## config.mk

```make
export PLATFORM = sky130hd
export DESIGN_NAME = simon32_64_core
export DESIGN_NICKNAME = d
export VERILOG_FILES = /design/src/rtl/simon_pkg.sv /design/src/rtl/simon32_keyexp.sv /design/src/rtl/simon32_64_core.sv
export SDC_FILE = /design/constraint.sdc
export NUM_CORES = 1
export LEC_CHECK = 0
export CAP_MARGIN = 10
export CORE_AREA = 2 2 123 125
export DETAILED_ROUTE_END_ITERATION = 10
export DIE_AREA = 0 0 125 127
export PLACE_DENSITY = 0.73
export SETUP_SLACK_MARGIN = 0.1
export SLEW_MARGIN = 20
export SYNTH_ARGS = -nofsm -noshare
export SYNTH_HDL_FRONTEND = slang
export SYNTH_SLANG_ARGS = --single-unit
```

## constraint.sdc

```tcl
create_clock -name clk -period 6.9 [get_ports clk]
set_input_delay 1.38 -clock clk [delete_from_list [all_inputs] [get_ports clk]]
set_output_delay 1.38 -clock clk [all_outputs]
set_load 0.02 [all_outputs]
```

## src/rtl/simon_pkg.sv

```systemverilog
// Shared SIMON 32/64 constants, state encoding and the z0 sequence helper.
package simon_pkg;

    localparam int unsigned WORD_W  = 16;
    localparam int unsigned BLOCK_W = 32;
    localparam int unsigned KEY_W   = 64;

    localparam logic [WORD_W-1:0] C_CONST = 16'hFFFC;

    function automatic logic [61:0] reverse62(input logic [61:0] v);
        logic [61:0] r;
        r = '0;
        for (int unsigned i = 0; i < 62; i++) begin
            r[6'(i)] = v[6'(61 - i)];
        end
        return r;
    endfunction

    // Sequence written in reading order, stored so that Z0[i] is the i-th element.
    localparam logic [61:0] Z0 =
        reverse62(62'b11111010001001010110000111001101111101000100101011000011100110);

    typedef enum logic {
        IDLE,
        RUN
    } state_e;

endpackage

```

## src/rtl/simon32_keyexp.sv

```systemverilog
// Combinational SIMON 32/64 key-schedule step: next key word from the window.
module simon32_keyexp
    import simon_pkg::*;
(
    input  logic [WORD_W-1:0] kw0_i,
    input  logic [WORD_W-1:0] kw1_i,
    input  logic [WORD_W-1:0] kw3_i,
    input  logic              z_i,
    output logic [WORD_W-1:0] knew_o
);

    logic [WORD_W-1:0] tmp;

    always_comb begin
        tmp    = {kw3_i[2:0], kw3_i[15:3]} ^ kw1_i;
        knew_o = C_CONST ^ {15'b0, z_i} ^ kw0_i ^ tmp ^ {tmp[0], tmp[15:1]};
    end

endmodule

```

## src/rtl/simon32_64_core.sv

```systemverilog
// Iterative SIMON 32/64 encryptor: one round per clock, key expanded on the fly.
module simon32_64_core
    import simon_pkg::*;
#(
    parameter int unsigned ROUNDS = 32
) (
    input  logic               clk,
    input  logic               reset,
    input  logic               load,
    input  logic [BLOCK_W-1:0] data_in,
    input  logic [KEY_W-1:0]   key_in,
    output logic [BLOCK_W-1:0] ciphertext,
    output logic               busy,
    output logic               valid
);

    state_e             state_q, state_d;
    logic [4:0]         rnd_q, rnd_d;
    logic [WORD_W-1:0]  x_q, x_d, y_q, y_d;
    logic [WORD_W-1:0]  kw0_q, kw0_d, kw1_q, kw1_d, kw2_q, kw2_d, kw3_q, kw3_d;
    logic [BLOCK_W-1:0] ct_q, ct_d;
    logic               valid_q, valid_d;

    logic [WORD_W-1:0]  f_x;
    logic [WORD_W-1:0]  x_next;
    logic [WORD_W-1:0]  knew;
    logic               z_bit;
    logic               last_round;

    simon32_keyexp u_keyexp (
        .kw0_i  (kw0_q),
        .kw1_i  (kw1_q),
        .kw3_i  (kw3_q),
        .z_i    (z_bit),
        .knew_o (knew)
    );

    always_comb begin
        z_bit      = Z0[{1'b0, rnd_q}];
        f_x        = ({x_q[14:0], x_q[15]} & {x_q[7:0], x_q[15:8]}) ^ {x_q[13:0], x_q[15:14]};
        x_next     = y_q ^ f_x ^ kw0_q;
        last_round = (rnd_q == 5'(ROUNDS - 1));
    end

    always_comb begin
        state_d = state_q;
        rnd_d   = rnd_q;
        x_d     = x_q;
        y_d     = y_q;
        kw0_d   = kw0_q;
        kw1_d   = kw1_q;
        kw2_d   = kw2_q;
        kw3_d   = kw3_q;
        ct_d    = ct_q;
        valid_d = 1'b0;
        case (state_q)
            IDLE: begin
                if (load) begin
                    x_d     = data_in[31:16];
                    y_d     = data_in[15:0];
                    kw0_d   = key_in[15:0];
                    kw1_d   = key_in[31:16];
                    kw2_d   = key_in[47:32];
                    kw3_d   = key_in[63:48];
                    rnd_d   = '0;
                    state_d = RUN;
                end
            end
            RUN: begin
                x_d   = x_next;
                y_d   = x_q;
                kw0_d = kw1_q;
                kw1_d = kw2_q;
                kw2_d = kw3_q;
                kw3_d = knew;
                rnd_d = rnd_q + 5'd1;
                if (last_round) begin
                    ct_d    = {x_next, x_q};
                    valid_d = 1'b1;
                    state_d = IDLE;
                end
            end
            default: state_d = IDLE;
        endcase
    end

    always_ff @(posedge clk) begin
        if (reset) begin
            state_q <= IDLE;
            rnd_q   <= '0;
            x_q     <= '0;
            y_q     <= '0;
            kw0_q   <= '0;
            kw1_q   <= '0;
            kw2_q   <= '0;
            kw3_q   <= '0;
            ct_q    <= '0;
            valid_q <= 1'b0;
        end else begin
            state_q <= state_d;
            rnd_q   <= rnd_d;
            x_q     <= x_d;
            y_q     <= y_d;
            kw0_q   <= kw0_d;
            kw1_q   <= kw1_d;
            kw2_q   <= kw2_d;
            kw3_q   <= kw3_d;
            ct_q    <= ct_d;
            valid_q <= valid_d;
        end
    end

    assign ciphertext = ct_q;
    assign valid      = valid_q;
    assign busy       = (state_q == RUN);

endmodule

```

==> flow_metrics.tcl <==
set metrics [dict create \
    path_class "register to primary output" \
    cts-root-buf "clkbuf_16" \
    layout_commonest_cell "nor2_1" \
    fin_crit_sh 0.512 \
    worst_slew_pin_slew_ns 1.06 \
    slew_headroom 0.293 \
    netlist.area_leader.share 0.404 \
    final_core_utilization 0.601 \
    dr.pass1.iters 4 \
    diodes 0 \
    cp_slowest_cell "dfxtp_4" \
    place_congestion 0.860 \
    design_area_mm2 0.00866 \
    r2r_cells 9 \
    drv_cap 0 \
    cts-resized-gates 0 \
    cts_max_level 4 \
    area_growth_pct 28.7 \
    critPathMaxStageDelay_ns 0.98 \
    avgSynthCellArea_um2 8.48 \
    numPortBuffers 132 \
    yosysWarningCount 0 \
    cts_hold_buf 0 \
    drive_above_1_share 0.0443 \
    grt_pass1_vias 5257 \
    pwr_density_cell_mw_per_mm2 257 \
    final_hold_viol_count 0 \
    layout_min_cycle_time_ns 3.54 \
    die_h_um 127 \
    critPathLaunch "busy" \
    cts_inserted_buffers 17 \
    syn_nets 898 \
    dpl.hpwl_mm 12.1 \
    synth.yosys.seq_area_share 0.404 \
    grt.overflow.total 0 \
    cp-endpoint "busy" \
    final_cell_mix "155 x nor2_1, 135 x dfxtp_1, 130 x clkdlybuf4s50_1" \
    cp_max_fo 99 \
    fin_setup_tns_ns 0 \
    crit_cells 1 \
    drc 0 \
    cts_max_path_buffers 2 \
    clkLatencyLatePin_ns 0.42 \
    place_area_mm2 0.00807 \
    cts_tree "built" \
    timing.fmax_mhz 283 \
    clk_pin_slew_ns 0.06 \
    cp-start-kind "register" \
    drtAntennaViolNets 0 \
    synth_area_leaders "dfxtp_1 40%, xnor2_1 11%, mux2i_1 10%" \
    start_util 0.467 \
    synth_top_area_cell "dfxtp_1" \
    grt_max_degree 111 \
    hp-class "register to register" \
    dr.first_iter.drc_count 432 \
    post_cts_buffers 0 \
    drt-total-wl_mm 17.5 \
    r2r_end "u_keyexp.z_i" \
    whs_ns 0.454 \
    drv_slew 0 \
    worst_setup_path_end_kind "primary output" \
    core_area_mm2 0.0144 \
    synth-seq-cells 136 \
    layout.nets 993 \
    status "finished, final reports clean" \
    rsz0062_at_grt "false" \
    die_width_um 125 \
    finalSetupViolCount 0 \
    wl_per_cell_um 16.1 \
    crit_buf_inv 1 \
    fillCellCount 1269 \
    via_count 5707 \
    antenna_found_initial 0 \
    crit_arrival_ns 2.16 \
    cp.required_ns 5.52 \
    syn_area_mm2 0.00673 \
    track_usage 0.222 \
    placementRows 44 \
    syn_inst 794 \
    p_leak_nw 3.29 \
    cp_top_family "flip-flops" \
    grt_pass1_wl_mm 27.7 \
    ios 133 \
    rrSetupSlack_ns 3.39 \
    skew_ns 0.00930 \
    die_area_mm2 0.0159 \
    cts_sinks 136 \
    vdd_ir_drop_max_mv 0.162 \
    via_per_inst 5.26 \
    netlist-cell-type-count 29 \
    reg2reg_from "busy" \
    path_cells "clkdlybuf4s50_1" \
]
logic make-up (layout without fill, tap and decap cells):
logic type,Yosys count,count (layout),share of synthesized area
and+or+nand+nor,249,249,0.156
AOI/OAI and AO/OA,172,172,0.159
DFF,136,136,0.404
xor gates and xnor gates,99,99,0.129
muxes,69,69,0.103
buffers and inverters,64,172,0.0392
adders and majority gates,5,5,0.00929
layer usage:
metal	GRT usage	vias to the layer above	wire length, µm
met4	0.0784	0	322
met2	0.341	169	7880
met1	0.312	2634	8380
met5	0	-	0
li1	-	2885	-
met3	0.0423	19	885
sequential cells by signal, summed over array words and instances, names as in the netlist:
register,count
ciphertext,32
kw0_q,16
rnd_q,5
x_q,16
busy,1
y_q,16
kw3_q,16
kw2_q,16
u_keyexp.z_i,1
kw1_q,16
valid,1
where the power goes:
part | internal [W] | total [W] | switching [W]
Clock | 0.000577 | 0.000905 | 0.000329
Sequential | 0.000837 | 0.000916 | 0.0000786
Combinational | 0.000214 | 0.000407 | 0.000193
synth_stat cells:
library cell and instances:
a211oi_1 78, a21oi_1 88, a21oi_2 1, a31oi_1 2, a32oi_1 2, and2_1 1
and3_1 1, buf_1 14, buf_2 13, buf_6 1, clkbuf_1 32, dfxtp_1 136
ha_1 5, inv_1 4, mux2_1 1, mux2_4 1, mux2i_1 67, nand2_1 51
nand3_1 1, nand4_1 1, nor2_1 155, nor2b_1 33, nor3b_1 2, nor4b_1 2
o21ai_0 1, or3_1 1, or3b_2 1, xnor2_1 82, xor2_1 17
worst min-delay path by stage:
stage	startpoint	endpoint	cells past startpoint
after global placement	ciphertext[2]	ciphertext[2]	2
after global routing	ciphertext[6]	ciphertext[6]	2
after CTS	ciphertext[13]	ciphertext[13]	2
after floorplan	kw2_q[0]	kw1_q[0]	2
after detailed placement	ciphertext[13]	ciphertext[13]	2
final	ciphertext[6]	ciphertext[6]	2
metrics by stage:
stage               cells  worst slack [ns]  power (W)
floorplan             794              3.75    0.00120
global placement     1054              3.42    0.00133
detailed placement   1054              3.36    0.00134
CTS                  1086              3.35    0.00224
global route         1086              3.03    0.00232
finish               1086              3.36    0.00223
cell type report:
type / instances / area (µm²) / share of cell area
multi-input cells: 594 / 3750 / 0.433
flip-flops and latches: 136 / 2730 / 0.315
inverters: 4 / 15.0 / 0.00173
clock inverters: 8 / 92.6 / 0.0107
repair buffers: 136 / 1350 / 0.156
well taps: 184 / 230 / 0.0266
clock buffers: 24 / 502 / 0.0579
Power figures use the tool's default switching activity.
